**src/rtl/k_and_s_pkg.sv**
```systemverilog
// Shared types for the K-and-S multi-cycle control unit.
//   decoded_instruction_type : IR decode supplied by the datapath. It includes
//                              NOP and the branch family. Codes 16..31 are
//                              unassigned and are treated as NOP.
//   alu_op_t                 : 2-bit ALU operation code.
//   ctrl_t                   : bundle of every control output, registered as one.
//   alu_op_of()              : maps an ALU-class instruction to its op code.
package k_and_s_pkg;

  localparam int WAIT_W = 4;

  typedef enum logic [4:0] {
    I_NOP    = 5'd0,
    I_LOAD   = 5'd1,
    I_STORE  = 5'd2,
    I_MOVE   = 5'd3,
    I_ADD    = 5'd4,
    I_SUB    = 5'd5,
    I_AND    = 5'd6,
    I_OR     = 5'd7,
    I_BRANCH = 5'd8,
    I_BZERO  = 5'd9,
    I_BNZERO = 5'd10,
    I_BNEG   = 5'd11,
    I_BNNEG  = 5'd12,
    I_BOV    = 5'd13,
    I_BNOV   = 5'd14,
    I_HALT   = 5'd15
  } decoded_instruction_type;

  typedef enum logic [1:0] {
    ALU_OR  = 2'b00,
    ALU_ADD = 2'b01,
    ALU_SUB = 2'b10,
    ALU_AND = 2'b11
  } alu_op_t;

  typedef struct packed {
    logic    branch;
    logic    pc_enable;
    logic    ir_enable;
    logic    addr_sel;
    logic    c_sel;
    alu_op_t operation;
    logic    write_reg_enable;
    logic    flags_reg_enable;
    logic    ram_write_enable;
    logic    halt;
  } ctrl_t;

  // MOVE and anything that is not an arithmetic/logic op pass the operand
  // through the OR path.
  function automatic alu_op_t alu_op_of(input decoded_instruction_type di);
    alu_op_t op;
    case (di)
      I_ADD:   op = ALU_ADD;
      I_SUB:   op = ALU_SUB;
      I_AND:   op = ALU_AND;
      default: op = ALU_OR;
    endcase
    return op;
  endfunction

endpackage

```
**src/rtl/wait_counter.sv**
```systemverilog
// 4-bit loadable down-counter with a terminal flag.
//   clk_i, rst_i : clock, asynchronous active-high reset (count clears to 0).
//   load_i       : reload count with load_val_i on the next edge; otherwise
//                  the count decrements, wrapping modulo 16.
//   load_val_i   : reload value.
//   term_val_i   : count value at which term_o is raised.
//   term_o       : count equals term_val_i in the current cycle.
module wait_counter
  import k_and_s_pkg::*;
(
  input  logic              clk_i,
  input  logic              rst_i,
  input  logic              load_i,
  input  logic [WAIT_W-1:0] load_val_i,
  input  logic [WAIT_W-1:0] term_val_i,
  output logic              term_o
);

  logic [WAIT_W-1:0] count_q;
  logic [WAIT_W-1:0] count_d;

  always_comb begin
    count_d = load_i ? load_val_i : count_q - {{(WAIT_W-1){1'b0}}, 1'b1};
  end

  always_ff @(posedge clk_i or posedge rst_i) begin
    if (rst_i) begin
      count_q <= '0;
    end else begin
      count_q <= count_d;
    end
  end

  assign term_o = (count_q == term_val_i);

endmodule

```
**src/rtl/control_unit_mc.sv**
```systemverilog
// Multi-cycle control unit for the K-and-S processor.
// Sequences fetch / decode / execute with MEM_WAIT extra RAM read cycles,
// handles unconditional and flag-driven branches, and counts instructions
// decoded since reset.
//   clk, rst                  : clock, asynchronous active-high reset.
//   decoded_instruction       : current IR decode from the datapath.
//   zero_op, neg_op,
//   unsigned_overflow,
//   signed_overflow           : registered datapath flags.
//   branch, pc_enable,
//   ir_enable, addr_sel,
//   c_sel, operation,
//   write_reg_enable,
//   flags_reg_enable,
//   ram_write_enable, halt    : registered control outputs (Moore on state).
//   instr_count               : instructions decoded since reset, wrapping.
module control_unit_mc
  import k_and_s_pkg::*;
#(
  parameter int MEM_WAIT = 0,
  parameter int CNT_W    = 16
) (
  input  logic                    clk,
  input  logic                    rst,
  input  decoded_instruction_type decoded_instruction,
  input  logic                    zero_op,
  input  logic                    neg_op,
  input  logic                    unsigned_overflow,
  input  logic                    signed_overflow,
  output logic                    branch,
  output logic                    pc_enable,
  output logic                    ir_enable,
  output logic                    addr_sel,
  output logic                    c_sel,
  output logic [1:0]              operation,
  output logic                    write_reg_enable,
  output logic                    flags_reg_enable,
  output logic                    ram_write_enable,
  output logic                    halt,
  output logic [CNT_W-1:0]        instr_count
);

  typedef enum logic [3:0] {
    S_FETCH       = 4'd0,
    S_LOAD_IR     = 4'd1,
    S_DECODE      = 4'd2,
    S_LOAD_WAIT   = 4'd3,
    S_LOAD_WB     = 4'd4,
    S_STORE_WR    = 4'd5,
    S_ALU_WB      = 4'd6,
    S_BRANCH_TAKE = 4'd7,
    S_HALTED      = 4'd8
  } state_t;

  // The wait counter restarts at 0 on every state entry and counts down,
  // wrapping. After N cycles in a state it reads -(N-1) mod 16, so a state
  // lasting N cycles leaves when the count equals that value.
  //   FETCH     lasts MEM_WAIT+1 cycles -> terminal value -MEM_WAIT
  //   LOAD_WAIT lasts MEM_WAIT   cycles -> terminal value 1-MEM_WAIT
  localparam int WRAP         = 2 ** WAIT_W;
  localparam int FETCH_TERM_I = (WRAP - MEM_WAIT) % WRAP;
  localparam int LW_TERM_I    = (WRAP + 1 - MEM_WAIT) % WRAP;
  localparam logic [WAIT_W-1:0] FETCH_TERM = FETCH_TERM_I[WAIT_W-1:0];
  localparam logic [WAIT_W-1:0] LW_TERM    = LW_TERM_I[WAIT_W-1:0];

  state_t            state_q;
  state_t            state_d;
  ctrl_t             ctrl_q;
  logic [CNT_W-1:0]  instr_count_q;
  logic              wc_load;
  logic              wc_term;
  logic [WAIT_W-1:0] wc_term_val;

  // Carry-out style flag is not used by any branch condition.
  logic unused_flag;
  assign unused_flag = unsigned_overflow;

  function automatic state_t dispatch(
    input decoded_instruction_type di,
    input logic                    z,
    input logic                    n,
    input logic                    v
  );
    state_t nxt;
    case (di)
      I_HALT:                              nxt = S_HALTED;
      I_LOAD:                              nxt = (MEM_WAIT > 0) ? S_LOAD_WAIT : S_LOAD_WB;
      I_STORE:                             nxt = S_STORE_WR;
      I_ADD, I_SUB, I_AND, I_OR, I_MOVE:   nxt = S_ALU_WB;
      I_BRANCH:                            nxt = S_BRANCH_TAKE;
      I_BZERO:                             nxt = z  ? S_BRANCH_TAKE : S_FETCH;
      I_BNZERO:                            nxt = !z ? S_BRANCH_TAKE : S_FETCH;
      I_BNEG:                              nxt = n  ? S_BRANCH_TAKE : S_FETCH;
      I_BNNEG:                             nxt = !n ? S_BRANCH_TAKE : S_FETCH;
      I_BOV:                               nxt = v  ? S_BRANCH_TAKE : S_FETCH;
      I_BNOV:                              nxt = !v ? S_BRANCH_TAKE : S_FETCH;
      default:                             nxt = S_FETCH;
    endcase
    return nxt;
  endfunction

  // Control word for a state. The ALU op is taken from the IR that is in
  // DECODE when ALU_WB is entered; the IR does not change until the next
  // LOAD_IR.
  function automatic ctrl_t ctrl_for(
    input state_t                  s,
    input decoded_instruction_type di
  );
    ctrl_t c;
    c = '0;
    case (s)
      S_LOAD_IR: begin
        c.ir_enable = 1'b1;
        c.pc_enable = 1'b1;
      end
      S_LOAD_WAIT: begin
        c.addr_sel = 1'b1;
      end
      S_LOAD_WB: begin
        c.addr_sel         = 1'b1;
        c.write_reg_enable = 1'b1;
      end
      S_STORE_WR: begin
        c.addr_sel         = 1'b1;
        c.ram_write_enable = 1'b1;
      end
      S_ALU_WB: begin
        c.c_sel            = 1'b1;
        c.write_reg_enable = 1'b1;
        c.operation        = alu_op_of(di);
        c.flags_reg_enable = (di != I_MOVE);
      end
      S_BRANCH_TAKE: begin
        c.branch    = 1'b1;
        c.pc_enable = 1'b1;
      end
      S_HALTED: begin
        c.halt = 1'b1;
      end
      default: begin
        c = '0;
      end
    endcase
    return c;
  endfunction

  always_comb begin
    state_d = state_q;
    case (state_q)
      S_FETCH:       if (wc_term) state_d = S_LOAD_IR;
      S_LOAD_IR:     state_d = S_DECODE;
      S_DECODE:      state_d = dispatch(decoded_instruction, zero_op, neg_op, signed_overflow);
      S_LOAD_WAIT:   if (wc_term) state_d = S_LOAD_WB;
      S_LOAD_WB,
      S_STORE_WR,
      S_ALU_WB,
      S_BRANCH_TAKE: state_d = S_FETCH;
      S_HALTED:      state_d = S_HALTED;
      default:       state_d = S_FETCH;
    endcase
  end

  assign wc_load     = (state_d != state_q);
  assign wc_term_val = (state_q == S_LOAD_WAIT) ? LW_TERM : FETCH_TERM;

  wait_counter u_wait_counter (
    .clk_i      (clk),
    .rst_i      (rst),
    .load_i     (wc_load),
    .load_val_i ('0),
    .term_val_i (wc_term_val),
    .term_o     (wc_term)
  );

  // Outputs are registered from the next state so they line up with the
  // state they belong to without a combinational path from the flags.
  always_ff @(posedge clk or posedge rst) begin
    if (rst) begin
      state_q       <= S_FETCH;
      ctrl_q        <= '0;
      instr_count_q <= '0;
    end else begin
      state_q <= state_d;
      ctrl_q  <= ctrl_for(state_d, decoded_instruction);
      if (state_q == S_DECODE) begin
        instr_count_q <= instr_count_q + CNT_W'(1);
      end
    end
  end

  assign branch           = ctrl_q.branch;
  assign pc_enable        = ctrl_q.pc_enable;
  assign ir_enable        = ctrl_q.ir_enable;
  assign addr_sel         = ctrl_q.addr_sel;
  assign c_sel            = ctrl_q.c_sel;
  assign operation        = ctrl_q.operation;
  assign write_reg_enable = ctrl_q.write_reg_enable;
  assign flags_reg_enable = ctrl_q.flags_reg_enable;
  assign ram_write_enable = ctrl_q.ram_write_enable;
  assign halt             = ctrl_q.halt;
  assign instr_count      = instr_count_q;

endmodule

```
**config.mk**
```make
export PLATFORM = sky130hd
export DESIGN_NAME = control_unit_mc
export DESIGN_NICKNAME = d
export VERILOG_FILES = /design/src/rtl/k_and_s_pkg.sv /design/src/rtl/wait_counter.sv /design/src/rtl/control_unit_mc.sv
export SDC_FILE = /design/constraint.sdc
export NUM_CORES = 1
export LEC_CHECK = 0
export CORE_AREA = 2 2 59 61
export CTS_CLUSTER_SIZE = 14
export DETAILED_ROUTE_END_ITERATION = 16
export DIE_AREA = 0 0 61 63
export PLACE_DENSITY = 0.82
export SYNTH_ARGS = -nofsm -noshare
export SYNTH_HDL_FRONTEND = slang
export SYNTH_SLANG_ARGS = --single-unit
```
**constraint.sdc**
```tcl
create_clock -name clk -period 4.5 [get_ports clk]
set_input_delay 0.675 -clock clk [delete_from_list [all_inputs] [get_ports clk]]
set_output_delay 0.675 -clock clk [all_outputs]
set_load 0.005 [all_outputs]
```
== Word-level counts from Yosys, hierarchy flattened ==
Cells that the tools add are included.
Word-level totals
  memory bits (read-only): 0
  output and inout bits: 27
  memory bits (writable): 0
  input port bits: 11
  bits in latches: 0
  memories kept: 0
  register bits after elaboration: 35
  logic and storage cells: 71
Operators by class
  div/mod/pow operators: 0
  $add $sub $neg: 2
  multiply operators: 0
  multiplexer cells: 22
  reduce and logical (&&, ||, !) cells: 5
  magnitude comparators: 0
  equality and inequality tests: 29
  bitwise gates (word level): 0
  shifts and indexed selects: 0
Operators with widths (number)
  $pmux 4 s11: 1
  $eq 5x4->1 const B: 8
  $mux 3: 7
  $eq 5x3->1 const B: 4
  $pmux 4 s5: 1
  $add 16x1->16 const B: 1
  $eq 4x3->1 const B: 4
  $eq 4x2->1 const B: 3
  $mux 4: 3
  $eq 5x2->1 const B: 2
  $mux 1: 9
  $eq 4x1->1 const B: 2
  $eq 4x4->1 const B: 2
  $pmux 2 s3: 1
  $eq 5x1->1 const B: 1
  $ne 5x2->1 const B: 1
  $reduce_or 5->1: 1
  $eq 4x1->1: 1
  $logic_not 4->1: 1
  $ne 4x4->1: 1
  $reduce_or 2->1: 2
  $sub 4x1->4 const B: 1
  $reduce_or 3->1: 1

== Logic depth before layout (Yosys ltp) ==
Gate-level depths: netlist (run 1).
  depth after elaboration: 8
  mapped depth: 6
  depth with buffers taken out: 5

== By module ==
From an unflattened synthesis (run 1), not the netlist that was laid out.
Unflattened totals
  cell total of the unflattened synthesis: 174
  area total of the unflattened synthesis: 1803.0 µm²
Modules (own cells, without submodules)
  control_unit_mc: cells an instance 150, area each 1567.8 µm², times used 1, sequential area each 775.7 µm²
  wait_counter: cells an instance 24, area each 235.2 µm², times used 1, sequential area each 100.1 µm²

== Worst setup path before layout (run 1) ==
No wires, ideal clock.
  kind: input to register
  from: in decoded_instruction[1]
  to: reg state_q[0]
  data required time: 4.376 ns
  library setup time: 0.124 ns
  path buffers: 1
  stages: 6
  data arrival time: 1.823 ns
  path slack: 2.553 ns
  path through: buf_2 o22a_1 o221ai_1 and3b_1 o31a_1 or2_1
On the way
  longest elaborated chain between the ends: 4
  elaborated cells between the ends (all ways): 18
  classes of those cells: 15 x eq/ne; 2 x mux; 1 x reduce/logical
RTL lines
  start: declaration: RTL line control_unit_mc.sv:25  | input decoded_instruction_type decoded_instruction,
  $eq 5x3->1 / $eq 5x2->1 (equally long branches): RTL line control_unit_mc.sv:85  | case (di)
  $reduce_or 5->1: RTL line control_unit_mc.sv:85
  $pmux 4 s11 *: RTL line control_unit_mc.sv:85
  $pmux 4 s5 *: RTL line control_unit_mc.sv:149  | case (state_q)
  named net state_d[0]: RTL line control_unit_mc.sv:67  | state_t state_d;
  end signal: assignment: RTL line control_unit_mc.sv:183  | state_q <= state_d;
  end: declaration: RTL line control_unit_mc.sv:66  | state_t state_q;
Mark *: on every way through the listed nets, which the timed path passes. The rest lies on a longest branch.
A chain may end at the register's enable or synchronous reset.

== Worst setup path after layout (run 1) ==
  from: in decoded_instruction[0]
  to: reg ctrl_q (netlist bit ram_write_enable)
On the way
  longest elaborated chain between the ends: 6
  elaborated cells between the ends (all ways): 20
  classes of those cells: 16 x eq/ne; 3 x mux; 1 x reduce/logical
RTL lines
  $eq 5x3->1 / $eq 5x2->1 (equally long branches): RTL line control_unit_mc.sv:85
  $reduce_or 5->1: RTL line control_unit_mc.sv:85
  $pmux 4 s11 *: RTL line control_unit_mc.sv:85
  $pmux 4 s5 *: RTL line control_unit_mc.sv:149
  $eq 4x3->1 *: RTL line control_unit_mc.sv:111  | case (s)
  $mux 1 *: RTL line control_unit_mc.sv:111
  end signal: assignment: RTL line control_unit_mc.sv:184  | ctrl_q <= ctrl_for(state_d, decoded_instruction);
  end: declaration: RTL line control_unit_mc.sv:68  | ctrl_t ctrl_q;
Mark *: on every way between the ends. The rest lies on a longest branch, timed or not.

==> results.py, run 1 <==
metrics = {
    "outcome": {
        "status": "complete, no violations",
    },
    "critical_path": {
        "max_stage_delay_ns": 0.67,
        "crit_start": "decoded_instruction[0]",
        "rrSetupSlack_ns": 2.55,
        "path_class": "in -> reg",
        "path_max_fanout": 10,
        "arrival_ns": 2.59,
        "path_delay_family": "simple AND/OR/NAND/NOR gates",
        "startpoint_type": "primary input",
        "required_ns": 4.78,
        "slowest_stage": "clkdlybuf4s50_1",
        "path_buf_inv": 1,
        "regToRegStartpoint": "state_q[0]$_DFF_PP0_",
        "cp-end-kind": "flop",
        "cp_cell_sequence": "clkdlybuf4s50_1, xnor2_1, nor4_1, mux2i_1, or3_1, o21ba_2",
    },
    "clock_network": {
        "ctsHoldBuffers": 0,
        "htreeDepth": 2,
        "numCtsBuffers": 5,
        "clk_latency_ns": 0.33,
        "postCtsResizedCells": 0,
        "cts_num_sinks": 35,
        "cts_tree": "yes",
        "clk_pin_slew_ns": 0.10,
        "cts_root_buf": "clkbuf_4",
        "post-cts-setup-buffers": 0,
        "clock_path_buffers": 2,
    },
    "floorplan": {
        "dieArea_um2": 3840,
        "core_um2": 3230,
        "die_h_um": 63,
        "rows": 21,
        "io_pins": 38,
        "start_util_pct": 51.1,
        "die_w_um": 61,
    },
    "timing": {
        "clock_skew_ns": 0.00187,
        "fin_hold_ws_ns": 0.476,
        "finalSetupTns_ns": 0,
        "worst_pin_slew_ns": 0.571,
        "fmax_mhz": 431,
        "slew_violations": 0,
        "min_period_ns": 2.32,
        "rsz0062_at_grt": "false",
        "max_slew_margin_pct": 61.8,
        "setup_viol": 0,
        "fin_crit_sh_pct": 51.5,
        "finalHoldViolCount": 0,
    },
    "job": {
        "drv_cap": 0,
    },
    "hold_path": {
        "hold_class": "reg -> reg",
        "min-delay-start": "instr_count[15]$_DFFE_PP0P_",
    },
    "routing": {
        "drtIter0Drc": 50,
        "vias": 1231,
        "drt-pass1-iter-count": 4,
        "via_per_inst": 5.31,
        "detail_route.wl_per_cell_um": 12.5,
        "drt-total-wl_um": 2900,
        "drt.antenna.violating_nets": 0,
        "drc": 0,
    },
    "finish": {
        "final_cell_mix": "36 x clkdlybuf4s50_1, 35 x dfrtp_1, 14 x xnor2_1",
        "final_common_cell": "clkdlybuf4s50_1",
        "regArea_um2": 876,
        "multi_input_area_um2": 717,
        "fin_nets": 198,
        "syn2layout_area_growth_pct": 27.4,
        "fillers": 257,
        "drive_gt1_share_pct": 9.68,
        "n_antenna_cell": 0,
    },
    "global_routing": {
        "grt_pass1_vias": 1210,
        "grt_use_total_pct": 18.3,
        "grt_pass1_wl_um": 5270,
        "overflow": 0,
        "grt_max_degree": 36,
        "antenna_found_initial": 0,
    },
    "synth": {
        "synth_fp_nets": 161,
        "yosysWarnings": 0,
        "ys_ff_latch": 35,
        "ys.flop_type": "dfrtp_1",
        "synth_edf_count": 0,
        "synth_xor_area_share_pct": 9.01,
        "synth_fa_ha_area_share_pct": 1.51,
        "syn_area_per_cell_um2": 11.2,
        "synth_top_family_by_area": "simple AND/OR/NAND/NOR gates",
        "asyncSetResetFlopFracSynth_pct": 100,
        "synth_mux_area_share_pct": 1.29,
        "yosys.area_share.simple_pct": 24.1,
        "synth_area_um2": 1650,
        "netlist_instances": 148,
        "ys_types": 45,
        "seq_area_frac_synth_pct": 53.0,
        "synth_compound_area_share_pct": 7.42,
    },
    "place": {
        "io_buffers": 36,
        "gp_congestion": 0.862,
        "post-dp-hpwl_um": 2230,
    },
    "power_and_ir_drop": {
        "power.total_uw": 959,
        "p_per_area_nw_per_um2": 455,
        "ir_drop_uv": 206,
        "leakage_nw": 0.905,
    },
}
[cells in the mapped netlist, types with 2 or more instances]
| cell type | number | share of area (%) |
|---|---|---|
| dfrtp_1 | 35 | 53 |
| xnor2_1 | 14 | 7.4 |
| nand2_1 | 13 | 3.0 |
| nor2_1 | 11 | 2.5 |
| nand3_1 | 6 | 1.8 |
| nor4_1 | 6 | 2.3 |
| inv_1 | 5 | 1.1 |
| nand2b_1 | 5 | 1.9 |
| nor3_1 | 4 | 1.2 |
| a21oi_1 | 3 | 0.91 |
| and3_1 | 3 | 1.1 |
| buf_2 | 3 | 0.91 |
| xor2_1 | 3 | 1.6 |
| clkbuf_1 | 2 | 0.45 |
| ha_1 | 2 | 1.5 |
| nand3b_1 | 2 | 0.91 |
| nor3b_1 | 2 | 0.91 |
| o31ai_1 | 2 | 0.91 |
[flip-flops by register name (all words and copies together) (netlist names), 2 cells and up]
name	cells
u_wait_counter.count_q	4
instr_count	16
operation	2
state_q	4
[report_power, final]
part	switching (mW)	internal [mW]	total [mW]
Clock	0.0971	0.0919	0.189
Sequential	0.0725	0.376	0.448
Combinational	0.147	0.175	0.322
Total	0.316	0.643	0.959
[area by class of cell]
type / instances / area share [%]
clock buffer: 8 / 3.27
tap: 46 / 2.73
sequential: 35 / 41.6
timing repair buffer: 37 / 17.5
multi-input combinational: 101 / 34.0
inverter: 5 / 0.891
[logic make-up (layout without fill, tap and decap cells)]
family	count (synthesis)	in the layout
adders and majority gates	2	2
AOI/OAI and AO/OA	15	15
xor gates and xnor gates	17	17
muxes	2	2
DFF	35	35
buffers and inverters	12	50
and+or+nand+nor	65	65
[worst reg2reg max path: stages (launching register included)]
cell,delay [ns]
dfrtp_1,0.49
nor4b_4,0.60
nand4_1,0.25
nor2_1,0.26
nand2_1,0.11
xnor2_1,0.14
[path summary, 6_finish.rpt]
path	cells after the start	end
setup / recovery	6	ram_write_enable$_DFF_PP0_
hold / removal	1	instr_count[15]$_DFFE_PP0P_
setup reg to reg	5	instr_count[10]$_DFFE_PP0P_
hold reg to reg	1	instr_count[15]$_DFFE_PP0P_
max in group asynchronous	3	flags_reg_enable$_DFF_PP0_
min in group asynchronous	3	instr_count[11]$_DFFE_PP0P_
[layer usage]
layer | share of wire (%) | up-vias | track usage, %
met5 | 0 | - | 0
met4 | 2.0 | 0 | 8.15
met3 | 5.8 | 6 | 5.59
met2 | 52 | 38 | 29.4
met1 | 40 | 598 | 22.0
li1 | - | 589 | -
[metrics by stage]
step / util, % / std cells / worst slack (ns) / instance area, um^2
final: 65.2 / 232 / 2.18 / 2110
after global routing: 65.2 / 232 / 2.02 / 2110
after CTS: 65.2 / 232 / 2.17 / 2110
after detailed placement: 63.0 / 224 / 1.83 / 2040
after global placement: 63.0 / 224 / 1.86 / 2040
after floorplan: - / 148 / 2.55 / 1650
(Power assumes the default switching activity.)
==> run 2, diff against run 1 <==
--- a/config.mk
+++ b/config.mk
@@ -5,11 +5,11 @@
 export SDC_FILE = /design/constraint.sdc
 export NUM_CORES = 1
 export LEC_CHECK = 0
-export CORE_AREA = 2 2 59 61
+export CORE_AREA = 2 2 65 67
 export CTS_CLUSTER_SIZE = 14
 export DETAILED_ROUTE_END_ITERATION = 16
-export DIE_AREA = 0 0 61 63
-export PLACE_DENSITY = 0.82
+export DIE_AREA = 0 0 67 69
+export PLACE_DENSITY = 0.72
 export SYNTH_ARGS = -nofsm -noshare
 export SYNTH_HDL_FRONTEND = slang
 export SYNTH_SLANG_ARGS = --single-unit
==> constraint.sdc (replaced) <==
create_clock -name clk -period 2.1 [get_ports clk]
set_input_delay 0.315 -clock clk [delete_from_list [all_inputs] [get_ports clk]]
set_output_delay 0.315 -clock clk [all_outputs]
set_load 0.005 [all_outputs]
==> results.py, run 2 (synthesis results as in run 1) <==
metrics = {
    "outcome": {
        "status": "complete, no violations",
    },
    "global_routing": {
        "grt_pass1_vias": 1333,
        "overflow": 0,
        "antenna_found_initial": 0,
        "grt_util_met3_pct": 4.57,
        "met2_usage_pct": 27.5,
        "grt_use_total_pct": 16.7,
        "grt_max_degree": 36,
        "top_usage_layer": "met2",
        "grt_pass1_wl_um": 5810,
        "met1_usage_pct": 18.7,
    },
    "finish": {
        "drive_gt1_share_pct": 15.2,
        "fin_nets": 210,
        "final_util_pct": 56.7,
        "syn2layout_area_growth_pct": 34.3,
        "stdcell_count": 247,
        "postLayoutCellArea_um2": 2220,
        "n_antenna_cell": 0,
        "final_cell_mix": "36 x clkdlybuf4s50_1, 35 x dfrtp_1, 14 x xnor2_1",
        "largest_register_ffs": 16,
        "final_common_cell": "clkdlybuf4s50_1",
        "fillers": 342,
    },
    "routing": {
        "drt-pass1-iter-count": 4,
        "drt-total-wl_um": 3320,
        "drt.antenna.violating_nets": 0,
        "drc": 0,
        "via_per_inst": 5.21,
        "drtIter0Drc": 70,
        "vias": 1286,
        "detail_route.wl_per_cell_um": 13.4,
    },
    "critical_path": {
        "required_ns": 2.33,
        "cp-end-kind": "flop",
        "path_max_fanout": 6,
        "arrival_ns": 2.11,
        "path_class": "in -> reg",
        "startpoint_type": "primary input",
        "rrSetupSlack_ns": 0.30,
    },
    "clock_network": {
        "cts_tree": "yes",
        "htreeDepth": 2,
        "clk_latency_ns": 0.29,
        "cts_num_sinks": 35,
        "cts_root_buf": "clkbuf_8",
        "clock_path_buffers": 2,
        "ctsHoldBuffers": 0,
        "post-cts-setup-buffers": 0,
        "postCtsResizedCells": 0,
        "clk_pin_slew_ns": 0.07,
        "numCtsBuffers": 5,
    },
    "place": {
        "io_buffers": 36,
        "gp_congestion": 0.819,
        "place_area_um2": 2130,
        "dp_cells": 240,
        "post-dp-hpwl_um": 2580,
    },
    "floorplan": {
        "io_pins": 38,
        "rows": 23,
        "start_util_pct": 42.2,
        "die_w_um": 67,
        "core_um2": 3910,
        "die_h_um": 69,
        "dieArea_um2": 4620,
    },
    "power_and_ir_drop": {
        "share_clk_of_total_power_pct": 21.8,
        "ir_drop_uv": 397,
        "p_int_mw": 1.47,
        "comb_power_share_pct": 34.1,
        "p_per_area_nw_per_um2": 993,
        "power_frac_seq_pct": 44.1,
        "p_switching_uw": 734,
        "switching_share_pct": 33.3,
        "leakage_nw": 0.973,
    },
    "timing": {
        "setup_viol": 0,
        "fin_hold_ws_ns": 0.410,
        "worst_pin_slew_ns": 0.424,
        "max_slew_margin_pct": 71.7,
        "clock_skew_ns": 0.00587,
        "fmax_mhz": 533,
        "finalHoldViolCount": 0,
        "rsz0062_at_grt": "false",
        "min_period_ns": 1.88,
        "slew_violations": 0,
        "fin_crit_sh_pct": 89.3,
        "finalSetupTns_ns": 0,
    },
    "hold_path": {
        "hold_class": "in -> async",
    },
    "job": {
        "drv_cap": 0,
    },
}
run 2: worst paths after layout:
kind	from	end	cells after the start
min in group clk	instr_count[15]$_DFFE_PP0P_	instr_count[15]$_DFFE_PP0P_	1
max in group asynchronous	rst	instr_count[15]$_DFFE_PP0P_	3
setup / recovery	decoded_instruction[1]	ram_write_enable$_DFF_PP0_	7
hold / removal	rst	instr_count[13]$_DFFE_PP0P_	3
hold reg to reg	instr_count[15]$_DFFE_PP0P_	instr_count[15]$_DFFE_PP0P_	1
setup reg to reg	u_wait_counter.count_q[1]$_DFF_PP0_	pc_enable$_DFF_PP0_	5
run 2: through the flow:
stage / worst slack (ns) / total power [mW]
floorplan: 0.396 / 1.42
global placement: -0.0627 / 1.68
detailed placement: -0.0788 / 1.74
CTS: 0.192 / 2.23
global route: 0.136 / 2.36
finish: 0.224 / 2.20
run 2: power by group through the flow:
stage	combinational (mW)	clock, mW	sequential (mW)
detailed placement	0.759	0	0.982
global placement	0.710	0	0.966
floorplan	0.477	0	0.938
CTS	0.765	0.498	0.969
finish	0.751	0.481	0.973
global route	0.836	0.531	0.989
run 2: routing by layer:
layer | routed length [um] | vias up
li1 | - | 614
met1 | 1320 | 630
met2 | 1760 | 35
met3 | 168 | 7
met4 | 75 | 0
met5 | 0 | -
run 2: area by class of cell:
class	count	area (um^2)	area share, %
sequential	35	876	39.5
multi-input combinational	101	717	32.3
timing repair buffer	49	458	20.6
clock buffer	6	82.6	3.72
tap	50	62.6	2.82
inverter	5	18.8	0.846
clock inverter	1	5.00	0.225
run 2: worst max-delay path, cell delays in order:
cell and delay [ns]:
clkdlybuf4s50_1 0.57, xnor2_1 0.13, nor4_1 0.25, buf_4 0.18
mux2i_1 0.05, or3_1 0.36, o21ba_2 0.26
